[config.mk]
export PLATFORM = sky130hd
export DESIGN_NAME = if_fetch
export DESIGN_NICKNAME = d
export VERILOG_FILES = /design/src/rtl/cpu_pkg.sv /design/src/rtl/npc_calc.sv /design/src/rtl/if_fetch.sv
export SDC_FILE = /design/constraint.sdc
export NUM_CORES = 1
export LEC_CHECK = 0
export ABC_CLOCK_PERIOD_IN_PS = 3100
export CAP_MARGIN = 20
export CORE_MARGIN = 1
export CORE_UTILIZATION = 32
export CTS_CLUSTER_SIZE = 25
export DETAILED_ROUTE_END_ITERATION = 6
export PLACE_DENSITY = 0.67
export SYNTH_ARGS = -nofsm -noshare
export SYNTH_HDL_FRONTEND = slang
export SYNTH_SLANG_ARGS = --single-unit
[constraint.sdc]
create_clock -name clk -period 3.1 [get_ports clk]
set_input_delay 0.62 -clock clk [delete_from_list [all_inputs] [get_ports clk]]
set_output_delay 0.62 -clock clk [all_outputs]
set_load 0.01 [all_outputs]
[src/rtl/cpu_pkg.sv]
// Definitions shared by the fetch stage and its next-PC datapath:
// NPCOp encodings, fetch FSM states and the default reset PC.
package cpu_pkg;

  localparam logic [1:0] NPC_PLUS4  = 2'b00;
  localparam logic [1:0] NPC_BRANCH = 2'b01;
  localparam logic [1:0] NPC_JUMP   = 2'b10;
  localparam logic [1:0] NPC_JR     = 2'b11;

  localparam logic [31:0] DEFAULT_PC_RESET = 32'h0000_3000;

  typedef enum logic [1:0] {
    FETCH = 2'd0,
    WAIT  = 2'd1,
    HOLD  = 2'd2
  } fetch_state_e;

endpackage

[src/rtl/npc_calc.sv]
// Combinational next-PC selection for the fetch stage (plus4, branch, jump, jr).
// All arithmetic is modulo 2^32.
module npc_calc
  import cpu_pkg::*;
(
  input  logic [31:0] pc,
  input  logic [31:0] instr,
  input  logic [31:0] rs_data,
  input  logic [1:0]  npc_op,
  output logic [31:0] npc,
  output logic [31:0] pc_plus4,
  output logic        jr_misalign
);

  logic [31:0] branch_offset;
  logic        unused_opcode_bits;

  assign pc_plus4      = pc + 32'd4;
  assign branch_offset = {{14{instr[15]}}, instr[15:0], 2'b00};
  assign jr_misalign   = |rs_data[1:0];

  // Opcode field only matters to decode; the target fields come from [25:0].
  assign unused_opcode_bits = ^instr[31:26];

  always_comb begin
    npc = pc_plus4;
    case (npc_op)
      NPC_PLUS4:  npc = pc_plus4;
      NPC_BRANCH: npc = pc_plus4 + branch_offset;
      NPC_JUMP:   npc = {pc_plus4[31:28], instr[25:0], 2'b00};
      NPC_JR:     npc = {rs_data[31:2], 2'b00};
      default:    npc = pc_plus4;
    endcase
  end

endmodule

[src/rtl/if_fetch.sv]
// Instruction-fetch stage: owns the PC, fetches over req/gnt/rvalid and holds
// the instruction for decode until instr_ack commits the next PC.
module if_fetch
  import cpu_pkg::*;
#(
  parameter logic [31:0] PC_RESET = DEFAULT_PC_RESET
) (
  input  logic        clk,
  input  logic        rstn,
  output logic        imem_req,
  output logic [31:0] imem_addr,
  input  logic        imem_gnt,
  input  logic        imem_rvalid,
  input  logic [31:0] imem_rdata,
  output logic [31:0] instr,
  output logic        instr_valid,
  input  logic        instr_ack,
  input  logic [1:0]  npc_op,
  input  logic [31:0] rs_data,
  output logic [31:0] pc,
  output logic [31:0] pc_plus4,
  output logic        addr_err,
  output logic [1:0]  state
);

  // Handshakes: a request is accepted in the cycle imem_req and imem_gnt are
  // both high; read data is taken only in WAIT on imem_rvalid; instr is
  // consumed only in HOLD when instr_valid and instr_ack are both high.

  fetch_state_e state_q;
  logic [31:0]  npc;
  logic         jr_misalign;

  npc_calc u_npc_calc (
    .pc          (pc),
    .instr       (instr),
    .rs_data     (rs_data),
    .npc_op      (npc_op),
    .npc         (npc),
    .pc_plus4    (pc_plus4),
    .jr_misalign (jr_misalign)
  );

  assign imem_req  = (state_q == FETCH);
  assign imem_addr = pc;
  assign state     = state_q;

  always_ff @(posedge clk) begin
    if (!rstn) begin
      state_q     <= FETCH;
      pc          <= PC_RESET;
      instr       <= 32'd0;
      instr_valid <= 1'b0;
      addr_err    <= 1'b0;
    end else begin
      case (state_q)
        // A simultaneous rvalid here belongs to no request of ours; only gnt counts.
        FETCH: begin
          if (imem_gnt) state_q <= WAIT;
        end
        WAIT: begin
          if (imem_rvalid) begin
            instr       <= imem_rdata;
            instr_valid <= 1'b1;
            state_q     <= HOLD;
          end
        end
        HOLD: begin
          if (instr_ack) begin
            pc          <= npc;
            instr_valid <= 1'b0;
            state_q     <= FETCH;
            if (npc_op == NPC_JR && jr_misalign) addr_err <= 1'b1;
          end
        end
        default: state_q <= FETCH;
      endcase
    end
  end

endmodule

Word level (Yosys, flattened, before mapping)
Index checks and enable logic that the tools add are counted.
{"block": "classes", "add_sub_neg": 2, "n_eq_ne": 8, "n_mux": 8, "n_reduce_logical": 10}
{"operator": "$pmux W32 S4", "count": 1}
{"operator": "$add A32 B3 Y32 const B", "count": 1}
{"operator": "$add A32 B32 Y32", "count": 1}
{"operator": "$reduce_and A3 Y1", "count": 3}
{"operator": "$eq A2 B2 Y1 const B", "count": 3}
{"operator": "$mux W2", "count": 3}
{"operator": "$pmux W2 S3", "count": 1}
{"operator": "$eq A2 B1 Y1 const B", "count": 2}
{"operator": "$logic_not A2 Y1", "count": 2}
{"operator": "$ne A2 B2 Y1 const B", "count": 2}
{"operator": "$reduce_and A2 Y1", "count": 2}
{"operator": "$mux W1", "count": 2}
{"operator": "$ne A2 B1 Y1 const B", "count": 1}
{"operator": "$pmux W1 S2", "count": 1}
{"operator": "$reduce_bool A2 Y1", "count": 1}
{"operator": "$reduce_or A2 Y1", "count": 1}
{"operator": "$logic_and A1 B1 Y1", "count": 1}
{"block": "totals", "ff_bits": 68, "in_bits": 71, "out_inout_bits": 133, "wordCells": 33}

Logic depth before layout (Yosys ltp)
{"block": "logic_depth", "depth_word": 3, "mapped_depth": 17, "ltp_nobuf": 16}

By module
From an unflattened synthesis, not the netlist that was laid out.
{"block": "unflattened", "cells_unflattened": 760, "hier_area_um2": 6153.4}
{"module": "if_fetch", "instances": 1, "cells_per_inst": 329, "area_each_um2": 3079.2, "seq_area_each_um2": 1361.3}
{"module": "npc_calc", "instances": 1, "cells_per_inst": 431, "area_each_um2": 3074.2, "seq_area_each_um2": 0.0}

Worst setup path before layout
OpenSTA, ideal clock, no wires.
{"block": "synth_timing", "path_kind": "register to register", "startpoint": "register pc[2], in the netlist imem_addr[2]", "endpoint": "register pc[29], in the netlist imem_addr[29]", "setup_time_ps": 114, "arrival_time_ps": 3507, "required_ps": 2986, "path_slack_ps": -521, "path_stages_with_launch": 18, "n_path_buf": 1, "synth_period_minus_slack_ps": 3621, "cell_sequence": "dfxtp_1 -> ha_1 -> and2_1 -> nand4_2 -> nor2_4 -> nand4_1 -> xnor2_1 -> ha_1 -> clkbuf_1 -> a21oi_1 -> o21ai_0 -> a21oi_1 -> nor2_1 -> a2111o_1 -> a21oi_1 -> or3_1 -> a31oi_1 -> a21o_1"}
{"block": "synth_between", "elab_chain_cells": 3}
{"element": "from (decl)", "line_no": "if_fetch.sv:20", "rtl": "output logic [31:0] pc,"}
{"element": "from (signal assigned)", "line_no": "if_fetch.sv:70", "rtl": "pc <= npc;"}
{"element": "$add A32 B3 Y32", "line_no": "npc_calc.sv:18", "rtl": "assign pc_plus4 = pc + 32'd4;"}
{"element": "named net pc_plus4[24]", "line_no": "if_fetch.sv:21", "rtl": "output logic [31:0] pc_plus4,"}
{"element": "$add A32 B32 Y32", "line_no": "npc_calc.sv:29", "rtl": "NPC_BRANCH: npc = pc_plus4 + branch_offset;"}
{"element": "$pmux W32 S4", "line_no": "npc_calc.sv:27", "rtl": "case (npc_op)"}
The timed path passes the listed nets, and every way through them passes these cells.
A chain may end at the register's enable or synchronous reset.

Worst setup path after layout
{"block": "layout_timing", "startpoint": "register pc[6], in the netlist imem_addr[6]", "endpoint": "register pc[17], in the netlist imem_addr[17]"}
{"block": "layout_between", "elab_chain_cells": 3}
{"element": "$add A32 B3 Y32 *", "line_no": "npc_calc.sv:18"}
{"element": "$add A32 B32 Y32", "line_no": "npc_calc.sv:29"}
{"element": "$pmux W32 S4 *", "line_no": "npc_calc.sv:27"}
Mark *: on every way between the ends. The rest lies on a longest branch, timed or not.

==> summary.md <==
| Metric | Value |
|---|---|
| Clock Pin Slew Worst Setup and Hold Paths | `approximately 0.060 ns` |
| Slew Limit Fails | `0` |
| CTS tree | `yes` |
| Met1 wire length | `9700 um` |
| DRT antenna net count | `0` |
| DRT Wirelength | `22900 um` |
| Placed insts | `1236` |
| Critical-path top delay cell | `mux4_2` |
| Hpwl dp | `approximately 17000 um` |
| Drt first pass iters | `5` |
| Design area | `around 10000 um^2` |
| DRC | `0` |
| Max FO, Critical Path | `5` |
| Yosys warns | `0` |
| Die ar. | `18600 um^2` |
| CTS Hold Bufs | `0` |
| # rows | `48` |
| Global-route wire length before repair | `34700 um` |
| Initial antenna violation count | `0` |
| Syn avg cell area | `7.92 um^2` |
| CP startpoint kind | `flop` |
| Mapped Cells | `729` |
| Vias after detailed routing | `6696` |
| I/O Buffers | `just under 200` |
| Slew HR | `57.8%` |
| Post-Synth Simple-Gate Area | `between 20 and 25%` |
| Critical Path Stages | `17` |
| Top post-synthesis cells by area | `dfxtp_1, nand2_1, ha_1` |
| Synth Area in Compound Gates | `between 20% and 30%` |
| DR WL/cell | `17.7 um` |
| Adder-Cell Fraction of Synth Area | `7.72%` |
| RePlAce Congestion | `between 0.9 and 1` |
| Largest area contributor in the netlist | `dfxtp_1` |
| WP data arrival | `3.55 ns` |
| HP Start | `instr[28]` |
| Worst Hold Class | `reg -> reg` |
| Die height | `around 140 um` |
| Worst Skew | `0.00770 ns` |
| Largest net degree at the start of global routing | `48` |
| Largest stage delay on the critical path | `around 0.46 ns` |
| Antenna Cells | `0` |
| Largest family of logic cells by synthesized area | `compound AO/OA/AOI/OAI gates` |
| Power density over the cells | `252 nW/um^2` |
| Number of synthesized register bits | `66` |
| CTS Buffer Depth | `2` |
| CTS Buf Count | `9` |
| Post-Layout Cell Count | `1289` |
| Crit path max-delay family | `simple AND/OR/NAND/NOR gates` |
| Number of synthesized flops with an enable pin | `0` |
| # fillers | `approximately 1600` |
| Area of the core | `17500 um^2` |
| Status | `complete, but fails checks` |
| Register-to-Register Setup Slack | `-0.22 ns` |
| Worst Hold Path Cells | `2` |
| GRT overflow | `0` |
| Worst-skew pair later-pin latency | `0.35 ns` |
| Final Cycle Share | `107%` |
| Area after DPL | `9020 um^2` |
| Area share of the largest cell type after synthesis | `a little under a quarter` |
| Drt first-iter violations | `451` |
| Setup crit end kind | `flop` |
| Buffers plus inverters on the worst setup path | `3` |
| Violated checks | `setup timing` |
| Crit path launch | `imem_addr[6]` |
| Most used DFF post-synth | `dfxtp_1` |
| Async SR Flop Fraction | `0%` |
| Cell repeated most along the worst path | `buf_4` |
| CTS H-tree depth | `3` |
| WL met3 | `1550 um` |
| Post-route setup slack | `-0.216 ns` |
| Post-synth cell types | `77` |
| Max Cap Violations | `0` |
| Hold endpoint | `instr[28]` |
| Sequential fraction of the synthesis area | `22.9%` |
| Power, Total | `between 2 and 3 mW` |
| Critical Path RT | `3.34 ns` |
| Total Nets Final | `1165` |
| Die Width | `136 um` |
| Area grow syn2layout | `75.3%` |
| Hold Slack | `0.466 ns` |
| Worst Max-Slew Pin Slew | `0.631 ns` |
| R2r startpoint | `imem_addr[6]` |
| Max Used Layer | `met4` |
| DR vias/cell | `approximately 5.2` |
| Metal2 WL | `11000 um` |
| Max Fclk | `302 MHz` |
| RSZ-0062 raised after global routing | `true` |
| Number of global-route vias before repair | `around 6500` |
| Total GRT Usage | `between 20% and 30%` |
| XOR/XNOR share of the synthesized area | `6.66%` |
| Layout cells sized above 1 | `33.8%` |
| Io pins | `204` |
| Setup-failing EPs final | `14` |
| Pre-CTS setup slack | `-0.203 ns` |
| CTS root buf | `clkbuf_16` |
| Multiplexer share of the synthesized area | `just under 8%` |
| Post-route minimum period | `3.32 ns` |
| Setup CP Type | `reg -> reg` |
| Worst R2R Path Depth | `17` |
| Clk sink count | `66` |
| Peak supply drop | `310 uV` |
| Cell breakdown of the critical path | `and4_4, buf_4, nand3_2, nor2_4, nand2_2, xnor2_2, ha_1, buf_4, nand3_4, nor2_4, buf_4, a21oi_2, and2_4, o21ai_2, xor2_1, mux4_2, a22o_1` |
| Pleak | `about 4.3 nW` |
| Mapped Area | `approximately 5800 um^2` |
| Reg2reg end | `imem_addr[17]` |
| Initial core utilization | `33.0%` |
| Final hold violations | `0` |
cell usage in the layout (no fill, tap or decap), drive strengths merged, types with 4 or more instances in the layout:
cell           netlist  final
nor2b                8      8
a31oi                6      6
and3                12     12
a211oi               6      6
mux2                 6      6
o21ai               34     34
o21a                 7      7
nand3               20     20
dlygate4sd2          0      8
buf                 47    189
o211ai               4      4
dfxtp               66     66
a21oi               47     47
a31o                 4      4
ha                  34     34
nor3                13     13
a221o                4      4
xnor2               27     27
a21boi              39     39
nand2              120    120
clkinv               3      6
and2                12     12
inv                 15     15
nor3b                7      7
nand4               15     15
xor2                16     16
clkbuf              22     12
clkdlybuf4s50        0    183
nor2                48     48
o21bai               5      5
a21o                14     14
nand2b               4      4
mux2i               13     13
a22o                 5      5
conb                 1      6
mux4                11     11
sequential cells by signal, summed over array words and instances (netlist names):
register / count
addr_err: 1
imem_addr: 30
instr_valid: 1
instr: 32
state: 2
synth_stat cells (4+ instances only):
library cell	number
o21ai_0	28
a211oi_1	5
nor2_1	45
o21a_1	6
dfxtp_1	66
nor3b_1	7
nor2b_1	8
clkbuf_1	22
nand4_1	13
nor3_1	13
nand2_1	120
a21boi_0	37
a22o_1	5
mux4_2	11
a31oi_1	5
o21bai_1	5
and2_1	12
xnor2_1	27
inv_1	15
o21ai_1	5
a221o_1	4
xor2_1	15
o211ai_1	4
a21oi_1	44
a21o_1	14
buf_4	42
and3_1	12
mux2_2	6
ha_1	34
nand3_1	17
nand2b_1	4
mux2i_1	13
repair_timing:
action,CTS,global route
gates resized for setup,83,38
pin swaps,61,54
setup buffers,19,18
hold endpoints to repair,0,0
endpoints found under the setup margin,26,22
worst register-to-register path: cells and delay by family, from the launching register on:
kind,cells,cell delay (ns)
adder cells (fa/ha/maj),1,0.33
AO/OA/AOI/OAI,3,0.36
multiplexers,1,0.46
buffers and inverters,3,0.44
flip-flops,1,0.34
XOR/XNOR,2,0.33
AND/OR/NAND/NOR,7,0.95
final cells by class:
cell class              count  area, um^2  area share, %
inverters                  18        68.8          0.680
well taps                 225         282           2.78
clock buffers              11         264           2.61
repair buffers            383        3390           33.6
flip-flops and latches     66        1350           13.3
clock inverters             5        60.1          0.594
multi-input cells         581        4700           46.4
worst max path at each step:
stage	to
after floorplan	imem_addr[29]
after global placement	imem_addr[23]
after detailed placement	imem_addr[28]
after CTS	imem_addr[23]
after global routing	imem_addr[25]
final	imem_addr[17]
kinds of logic after synthesis:
kind of cell,count (synthesis)
xor+xnor,43
mux,30
other cells,1
flops,66
compound gates,195
simple gates,272
buf+inv,87
fa+ha+maj,35
power breakdown:
group | switching, mW | total (mW) | internal [mW]
clock | 0.438 | 1.13 | 0.695
sequential | 0.0261 | 0.892 | 0.866
combinational | 0.237 | 0.520 | 0.284
total | 0.700 | 2.55 | 1.84
layer usage:
metal	vias up	track usage (%)
met5	-	0
met4	0	8.77
met3	50	4.77
met2	248	40.9
met1	3162	31.5
li1	3236	-
metrics by stage:
step / setup TNS [ns] / util [%]
after floorplan: -0.289 / -
after detailed placement: -2.02 / 51.6
after global placement: -1.44 / 51.6
after CTS: -0.906 / 56.2
after global routing: -4.17 / 57.9
final: -1.51 / 57.9
Power figures use the tool's default switching activity.
